[src/rtl/icb_buffer_if.sv]
// ICB bus bundle: one command channel (master -> slave) and one response
// channel (slave -> master), each with a valid/ready handshake.
interface icb_buffer_if #(
    parameter int AW = 32,
    parameter int DW = 64
) ();
    logic            cmd_valid;
    logic            cmd_ready;
    logic [AW-1:0]   cmd_addr;
    logic            cmd_read;
    logic [DW-1:0]   cmd_wdata;
    logic [DW/8-1:0] cmd_wmask;
    logic            rsp_valid;
    logic            rsp_ready;
    logic [DW-1:0]   rsp_rdata;
    logic            rsp_err;

    modport master (
        output cmd_valid, cmd_addr, cmd_read, cmd_wdata, cmd_wmask, rsp_ready,
        input  cmd_ready, rsp_valid, rsp_rdata, rsp_err
    );

    modport slave (
        input  cmd_valid, cmd_addr, cmd_read, cmd_wdata, cmd_wmask, rsp_ready,
        output cmd_ready, rsp_valid, rsp_rdata, rsp_err
    );
endinterface

[src/rtl/icb_buffer.sv]
// ICB pipeline buffer: registered command and response FIFOs between an
// upstream master and a downstream slave, with a cap on outstanding
// transactions. Every ready/valid toward either side comes from flops only,
// so no combinational path crosses the buffer.

// Circular FIFO with one extra pointer bit telling full from empty.
// The head is read straight from storage, so a push into an empty FIFO
// becomes visible only on the following cycle.
module icb_buffer_fifo #(
    parameter int WIDTH = 8,
    parameter int DEPTH = 2
) (
    input  logic             clk,
    input  logic             rst_n,
    input  logic             push,
    input  logic [WIDTH-1:0] push_data,
    input  logic             pop,
    output logic [WIDTH-1:0] head_data,
    output logic             empty,
    output logic             full
);
    localparam int IW = $clog2(DEPTH);
    localparam int PW = IW + 1;

    logic [PW-1:0]    wptr_q, wptr_d;
    logic [PW-1:0]    rptr_q, rptr_d;
    logic [WIDTH-1:0] mem_q [DEPTH];
    logic [WIDTH-1:0] mem_d [DEPTH];

    // Status flags and head entry, derived from the pointers only.
    always_comb begin
        empty     = (wptr_q == rptr_q);
        full      = (wptr_q[IW] != rptr_q[IW]) && (wptr_q[IW-1:0] == rptr_q[IW-1:0]);
        head_data = mem_q[rptr_q[IW-1:0]];
    end

    // Next pointers and storage; a push while full is dropped even if a pop happens too.
    always_comb begin
        mem_d  = mem_q;
        wptr_d = wptr_q;
        rptr_d = rptr_q;
        if (push && !full) begin
            mem_d[wptr_q[IW-1:0]] = push_data;
            wptr_d                = wptr_q + PW'(1);
        end
        if (pop && !empty) begin
            rptr_d = rptr_q + PW'(1);
        end
    end

    // Pointer and storage registers; reset clears everything so outputs read zero.
    always_ff @(posedge clk or negedge rst_n) begin
        if (!rst_n) begin
            wptr_q <= '0;
            rptr_q <= '0;
            for (int i = 0; i < DEPTH; i++) begin
                mem_q[i] <= '0;
            end
        end else begin
            wptr_q <= wptr_d;
            rptr_q <= rptr_d;
            mem_q  <= mem_d;
        end
    end
endmodule

module icb_buffer #(
    parameter  int AW        = 32,
    parameter  int DW        = 64,
    parameter  int CMD_DEPTH = 2,
    parameter  int RSP_DEPTH = 2,
    parameter  int MAX_OUT   = 4,
    localparam int CW        = $clog2(MAX_OUT + 1)
) (
    input  logic                clk,
    input  logic                rst_n,
    icb_buffer_if.slave         s_icb,
    icb_buffer_if.master        m_icb,
    output logic [CW-1:0]       outstanding,
    output logic                idle
);
    localparam int MW    = DW / 8;
    localparam int CMD_W = AW + 1 + DW + MW;
    localparam int RSP_W = DW + 1;

    logic             cmd_push, cmd_pop, cmd_empty, cmd_full;
    logic [CMD_W-1:0] cmd_head;
    logic             rsp_push, rsp_pop, rsp_empty, rsp_full;
    logic [RSP_W-1:0] rsp_head;
    logic [CW-1:0]    outstanding_q, outstanding_d;
    logic             at_cap;

    // Upstream command acceptance: only registered state and rst_n decide ready.
    assign at_cap          = (outstanding_q >= CW'(MAX_OUT));
    assign s_icb.cmd_ready = rst_n && !cmd_full && !at_cap;
    assign cmd_push        = s_icb.cmd_valid && s_icb.cmd_ready;

    // Downstream command presentation from the FIFO head.
    assign m_icb.cmd_valid = !cmd_empty;
    assign cmd_pop         = m_icb.cmd_valid && m_icb.cmd_ready;
    assign {m_icb.cmd_addr, m_icb.cmd_read, m_icb.cmd_wdata, m_icb.cmd_wmask} = cmd_head;

    // Downstream response acceptance and upstream response presentation.
    assign m_icb.rsp_ready = rst_n && !rsp_full;
    assign rsp_push        = m_icb.rsp_valid && m_icb.rsp_ready;
    assign s_icb.rsp_valid = !rsp_empty;
    assign rsp_pop         = s_icb.rsp_valid && s_icb.rsp_ready;
    assign {s_icb.rsp_rdata, s_icb.rsp_err} = rsp_head;

    assign outstanding = outstanding_q;
    assign idle        = (outstanding_q == '0) && cmd_empty && rsp_empty;

    icb_buffer_fifo #(.WIDTH(CMD_W), .DEPTH(CMD_DEPTH)) u_cmd_fifo (
        .clk       (clk),
        .rst_n     (rst_n),
        .push      (cmd_push),
        .push_data ({s_icb.cmd_addr, s_icb.cmd_read, s_icb.cmd_wdata, s_icb.cmd_wmask}),
        .pop       (cmd_pop),
        .head_data (cmd_head),
        .empty     (cmd_empty),
        .full      (cmd_full)
    );

    icb_buffer_fifo #(.WIDTH(RSP_W), .DEPTH(RSP_DEPTH)) u_rsp_fifo (
        .clk       (clk),
        .rst_n     (rst_n),
        .push      (rsp_push),
        .push_data ({m_icb.rsp_rdata, m_icb.rsp_err}),
        .pop       (rsp_pop),
        .head_data (rsp_head),
        .empty     (rsp_empty),
        .full      (rsp_full)
    );

    // Outstanding count: up on upstream command accept, down on upstream response delivery.
    always_comb begin
        outstanding_d = outstanding_q;
        if (cmd_push && !rsp_pop) begin
            outstanding_d = outstanding_q + CW'(1);
        end else if (rsp_pop && !cmd_push) begin
            outstanding_d = outstanding_q - CW'(1);
        end
    end

    // Outstanding count register.
    always_ff @(posedge clk or negedge rst_n) begin
        if (!rst_n) begin
            outstanding_q <= '0;
        end else begin
            outstanding_q <= outstanding_d;
        end
    end

    // A response with nothing outstanding, or an accept beyond the cap, means broken bookkeeping.
    assert property (@(posedge clk) disable iff (!rst_n) !(rsp_pop && (outstanding_q == '0)));
    assert property (@(posedge clk) disable iff (!rst_n) !(cmd_push && !rsp_pop && at_cap));
endmodule

[src/flat_wrapper.sv]
// flat-port wrapper written by rule: the top's interface ports become plain ports
module icb_buffer_flat 
#(
    parameter  int AW        = 32,
    parameter  int DW        = 64,
    parameter  int CMD_DEPTH = 2,
    parameter  int RSP_DEPTH = 2,
    parameter  int MAX_OUT   = 4,
    localparam int CW        = $clog2(MAX_OUT + 1)
)
  (clk, rst_n, outstanding, idle, s_icb_cmd_valid, s_icb_cmd_addr, s_icb_cmd_read, s_icb_cmd_wdata, s_icb_cmd_wmask, s_icb_rsp_ready, s_icb_cmd_ready, s_icb_rsp_valid, s_icb_rsp_rdata, s_icb_rsp_err, m_icb_cmd_valid, m_icb_cmd_addr, m_icb_cmd_read, m_icb_cmd_wdata, m_icb_cmd_wmask, m_icb_rsp_ready, m_icb_cmd_ready, m_icb_rsp_valid, m_icb_rsp_rdata, m_icb_rsp_err);
  icb_buffer_if #(.AW(AW), .DW(DW)) s_icb_i ();
  icb_buffer_if #(.AW(AW), .DW(DW)) m_icb_i ();
  input  logic clk;
  input  logic rst_n;
  output logic [CW-1:0] outstanding;
  output logic idle;
  input wire logic [$bits(s_icb_i.cmd_valid)-1:0] s_icb_cmd_valid;
  input wire logic [$bits(s_icb_i.cmd_addr)-1:0] s_icb_cmd_addr;
  input wire logic [$bits(s_icb_i.cmd_read)-1:0] s_icb_cmd_read;
  input wire logic [$bits(s_icb_i.cmd_wdata)-1:0] s_icb_cmd_wdata;
  input wire logic [$bits(s_icb_i.cmd_wmask)-1:0] s_icb_cmd_wmask;
  input wire logic [$bits(s_icb_i.rsp_ready)-1:0] s_icb_rsp_ready;
  output wire logic [$bits(s_icb_i.cmd_ready)-1:0] s_icb_cmd_ready;
  output wire logic [$bits(s_icb_i.rsp_valid)-1:0] s_icb_rsp_valid;
  output wire logic [$bits(s_icb_i.rsp_rdata)-1:0] s_icb_rsp_rdata;
  output wire logic [$bits(s_icb_i.rsp_err)-1:0] s_icb_rsp_err;
  output wire logic [$bits(m_icb_i.cmd_valid)-1:0] m_icb_cmd_valid;
  output wire logic [$bits(m_icb_i.cmd_addr)-1:0] m_icb_cmd_addr;
  output wire logic [$bits(m_icb_i.cmd_read)-1:0] m_icb_cmd_read;
  output wire logic [$bits(m_icb_i.cmd_wdata)-1:0] m_icb_cmd_wdata;
  output wire logic [$bits(m_icb_i.cmd_wmask)-1:0] m_icb_cmd_wmask;
  output wire logic [$bits(m_icb_i.rsp_ready)-1:0] m_icb_rsp_ready;
  input wire logic [$bits(m_icb_i.cmd_ready)-1:0] m_icb_cmd_ready;
  input wire logic [$bits(m_icb_i.rsp_valid)-1:0] m_icb_rsp_valid;
  input wire logic [$bits(m_icb_i.rsp_rdata)-1:0] m_icb_rsp_rdata;
  input wire logic [$bits(m_icb_i.rsp_err)-1:0] m_icb_rsp_err;
  assign s_icb_i.cmd_valid = s_icb_cmd_valid;
  assign s_icb_i.cmd_addr = s_icb_cmd_addr;
  assign s_icb_i.cmd_read = s_icb_cmd_read;
  assign s_icb_i.cmd_wdata = s_icb_cmd_wdata;
  assign s_icb_i.cmd_wmask = s_icb_cmd_wmask;
  assign s_icb_i.rsp_ready = s_icb_rsp_ready;
  assign s_icb_cmd_ready = s_icb_i.cmd_ready;
  assign s_icb_rsp_valid = s_icb_i.rsp_valid;
  assign s_icb_rsp_rdata = s_icb_i.rsp_rdata;
  assign s_icb_rsp_err = s_icb_i.rsp_err;
  assign m_icb_cmd_valid = m_icb_i.cmd_valid;
  assign m_icb_cmd_addr = m_icb_i.cmd_addr;
  assign m_icb_cmd_read = m_icb_i.cmd_read;
  assign m_icb_cmd_wdata = m_icb_i.cmd_wdata;
  assign m_icb_cmd_wmask = m_icb_i.cmd_wmask;
  assign m_icb_rsp_ready = m_icb_i.rsp_ready;
  assign m_icb_i.cmd_ready = m_icb_cmd_ready;
  assign m_icb_i.rsp_valid = m_icb_rsp_valid;
  assign m_icb_i.rsp_rdata = m_icb_rsp_rdata;
  assign m_icb_i.rsp_err = m_icb_rsp_err;
  icb_buffer #(.AW(AW), .DW(DW), .CMD_DEPTH(CMD_DEPTH), .RSP_DEPTH(RSP_DEPTH), .MAX_OUT(MAX_OUT)) u_core (.clk(clk), .rst_n(rst_n), .s_icb(s_icb_i), .m_icb(m_icb_i), .outstanding(outstanding), .idle(idle));
endmodule
[config.mk]
export PLATFORM = sky130hd
export DESIGN_NAME = icb_buffer_flat
export DESIGN_NICKNAME = d
export VERILOG_FILES = /design/src/rtl/icb_buffer_if.sv /design/src/rtl/icb_buffer.sv /design/src/flat_wrapper.sv
export SDC_FILE = /design/constraint.sdc
export NUM_CORES = 1
export LEC_CHECK = 0
export CAP_MARGIN = 20
export CORE_UTILIZATION = 36
export DETAILED_ROUTE_END_ITERATION = 8
export GPL_ROUTABILITY_DRIVEN = 0
export PLACE_DENSITY = 0.67
export RECOVER_POWER = 100
export SYNTH_ARGS = -nofsm -noshare
export SYNTH_HDL_FRONTEND = slang
export SYNTH_SLANG_ARGS = --single-unit
[constraint.sdc]
create_clock -name clk -period 1.96 [get_ports clk]
set_input_delay 0.294 -clock clk [delete_from_list [all_inputs] [get_ports clk]]
set_output_delay 0.294 -clock clk [all_outputs]
set_load 0.02 [all_outputs]
==> summary.txt <==
Outcome
  • Status: finished with violations
  • Failing checks: max-capacitance violations, max-slew violations, negative setup slack

Route
  • Mean number of vias per cell: 4.87
  • Drt wl/cell: 19.4 um
  • WL final: 37.9 mm
  • # DRC: 0
  • Initial drt markers: 318
  • Total number of vias: 9527
  • DRT Pass-1 Iters: 4
  • Antenna viol nets, final: 0

Power and ir drop
  • PwrDens: 1910 nW/um^2
  • Reg power frac: 31.2%
  • Clock power share: 18.1%
  • Leak: 9.25 nW
  • Internal power: 26.7 mW
  • Comb pwr share: 50.7%
  • NetSw: 14.2 mW
  • Max VDD drop: 1.13 mV
  • Sw frac: 34.7%
  • Total Power: 40.9 mW

STA
  • Clk_skew: 10.4 ps
  • Slew margin rel.: -9.29%
  • Final worst slack: -570 ps
  • # setup viols final: 445
  • Max-slew violation count: 65
  • Hold Vio Cnt, Final: 0
  • Setup_tns: -134580 ps
  • Worst Tran Pin Value: 1640 ps
  • RSZ-0062 raised after global routing: yes
  • Minimum clock period: 2530 ps
  • FMAX: 0.395 GHz
  • Final Cycle Share: 129%

Critical path
  • CP endpoint kind: primary output
  • Data arrival, critical path: 2240 ps
  • Critical path class: reg2out
  • CP max FO: 35
  • Crit path launch type: flip-flop
  • Worst endpoint required time: 1670 ps

Yosys
  • Ys flop type: dfrtp_1
  • Largest family of logic cells by synthesized area: multiplexers
  • Fraction of the mapped netlist area in adder cells: 0.214%
  • Mean Syn Cell Area: 15.8 sq um
  • Synth Area in Compound Gates: 0.660%
  • Syn Nets: 1141
  • Sequential fraction of the synthesis area: 57.9%
  • Synth area leader: dfrtp_1
  • Post-synthesis async set-or-reset flop share: 100%
  • Mapped cell area: 15200 sq um
  • Yosys top cell area share: 57.9%
  • Post-synthesis mux area share: 38.0%
  • Top post-synthesis cells by area: dfrtp_1 58%, mux2_2 34%, mux2_1 3.7%
  • Simple-gate portion of the synthesized area: 0.355%
  • XOR/XNOR Fraction of Synth Area: 0.915%
  • EDFF count, synth: 0
  • Synth Register Bits: 351
  • Distinct cells, synth: 27
  • YS warnings: 0
  • Cells after synthesis: 963

Floorplanning
  • CORE AREA: 41200 sq um
  • Initial Util: 36.8%
  • Die area: 43000 sq um
  • Die height: 207 um
  • Row Count: 74
  • Die X: 207 um
  • I/O pins: 354

Final layout
  • FILL cells: 3492
  • Commonest non-fill, non-tap cell in the layout: mux2_2
  • Most frequent cells in the layout: 442 x mux2_2, 349 x dfrtp_1, 206 x clkdlybuf4s50_1
  • Syn-to-layout area delta: 41.1%
  • Area of the multi-input gates: 6280 sq um
  • Sequential cell area: 8790 sq um
  • Share of layout cells above drive strength 1: 53.7%
  • Design area: 21400 sq um
  • Nets: 1576

Min path
  • Worst Hold Class: in2async

CTS
  • Clk slew on worst S/H paths: 60 ps
  • CTS H-tree lvls: 2
  • # clock sinks: 351
  • Clock latency on the worst-skew pair: 540 ps
  • CTS tree: built
  • Max Root-Sink Buffers: 3
  • Cts bufs inserted: 39
  • CTS root buf: clkbuf_16

Global routing
  • Gr ovfl total: 0
  • First-pass GRT wire length: 59.9 mm
  • GRT Util Overall: 17.7%
  • Largest net degree at the start of global routing: 65
  • Vias in the first global route: 10300
  • Initial antenna violation count: 2

Place
  • Pre-CTS worst setup slack: -219 ps
  • DP HPWL: 25.7 mm
  • IO buf count: 353
  • Placed Area: 20000 sq um

Run
  • Max-Cap Viols: 1
==> final cells by class <==
type	count	area share, %
diodes	2	0.0234
clock buffers	57	5.44
clock inverters	9	0.578
inverters	3	0.0526
multi-input cells	553	29.3
flip-flops and latches	351	41.0
well taps	532	3.11
repair buffers	450	20.4
==> critical path: stages (launching register included) <==
cell	delay [ps]
dfrtp_4	480
buf_12	220
mux2_2	370
clkdlybuf4s50_1	560
==> through the flow <==
step,hold WS [ps],cells,utilization [%]
global route,261,1957,52.0
detailed placement,379,1853,48.4
CTS,12.9,1936,51.6
finish,263,1957,52.0
global placement,384,1853,48.4
floorplan,-1.59,963,-
==> logic make-up after synthesis <==
kind of cell | after synthesis
AO/OA/AOI/OAI | 14
multiplexers | 512
XOR/XNOR | 15
AND/OR/NAND/NOR | 10
adder cells (fa/ha/maj) | 2
buffers and inverters | 59
flip-flops | 351
==> power by group through the flow <==
stage	registers, mW	logic, mW	clock network, mW
after global routing	13.3	22.0	7.93
after floorplan	12.3	12.2	0
final	12.8	20.7	7.40
after detailed placement	12.8	20.8	0
after CTS	12.8	20.6	7.65
after global placement	12.6	20.6	0
==> registers in the layout, summed over array words and instances, names as in the netlist <==
| signal | flops |
|---|---|
| u_core.u_cmd_fifo.mem_q | 210 |
| u_core.u_rsp_fifo.mem_q | 130 |
| u_core.outstanding | 3 |
| u_core.u_cmd_fifo.rptr_q | 2 |
| u_core.u_cmd_fifo.wptr_q | 2 |
| u_core.u_rsp_fifo.rptr_q | 2 |
| u_core.u_rsp_fifo.wptr_q | 2 |
==> synth_stat cells (6+ instances only) <==
cell type / instances
buf_2: 25
buf_4: 13
xor2_1: 6
mux2_1: 50
xnor2_1: 8
mux2_2: 462
dfrtp_1: 351
buf_1: 6
clkbuf_1: 12
==> worst paths after layout <==
path                                                    from  slack, ps                            to  cells past startpoint
worst max-delay path             u_core.u_cmd_fifo.rptr_q[0]       -570           m_icb_cmd_wdata[13]                      3
worst min-delay path                                   rst_n        260   u_core.u_rsp_fifo.mem_q[97]                      3
worst max register to register   u_core.u_cmd_fifo.rptr_q[0]       -460   u_core.u_cmd_fifo.mem_q[18]                     10
worst min register to register  u_core.u_cmd_fifo.mem_q[162]        480  u_core.u_cmd_fifo.mem_q[162]                      1
max in group asynchronous                              rst_n        380  u_core.u_cmd_fifo.mem_q[173]                      4
min in group clk                                       rst_n        280   u_core.u_cmd_fifo.wptr_q[0]                      4
==> routing by layer <==
| metal | share of wire, % | vias up | routed length, um | track usage (%) |
|---|---|---|---|---|
| li1 | - | 4346 | - | - |
| met1 | 44 | 4905 | 16500 | 22.6 |
| met3 | 5.9 | 54 | 2240 | 4.87 |
| met5 | 0 | - | 0 | 0 |
| met4 | 2.7 | 0 | 1010 | 7.23 |
| met2 | 48 | 222 | 18100 | 28.2 |
==> repair_timing <==
item | in CTS | in global routing
hold buffers | 5 | 0
endpoints found under the hold margin | 103 | 0
pin swaps | 0 | 8
setup buffers | 10 | 20
gates cloned | 2 | 2
setup endpoints to repair | 281 | 503
gates resized for setup | 352 | 306
(Power assumes the default switching activity.)
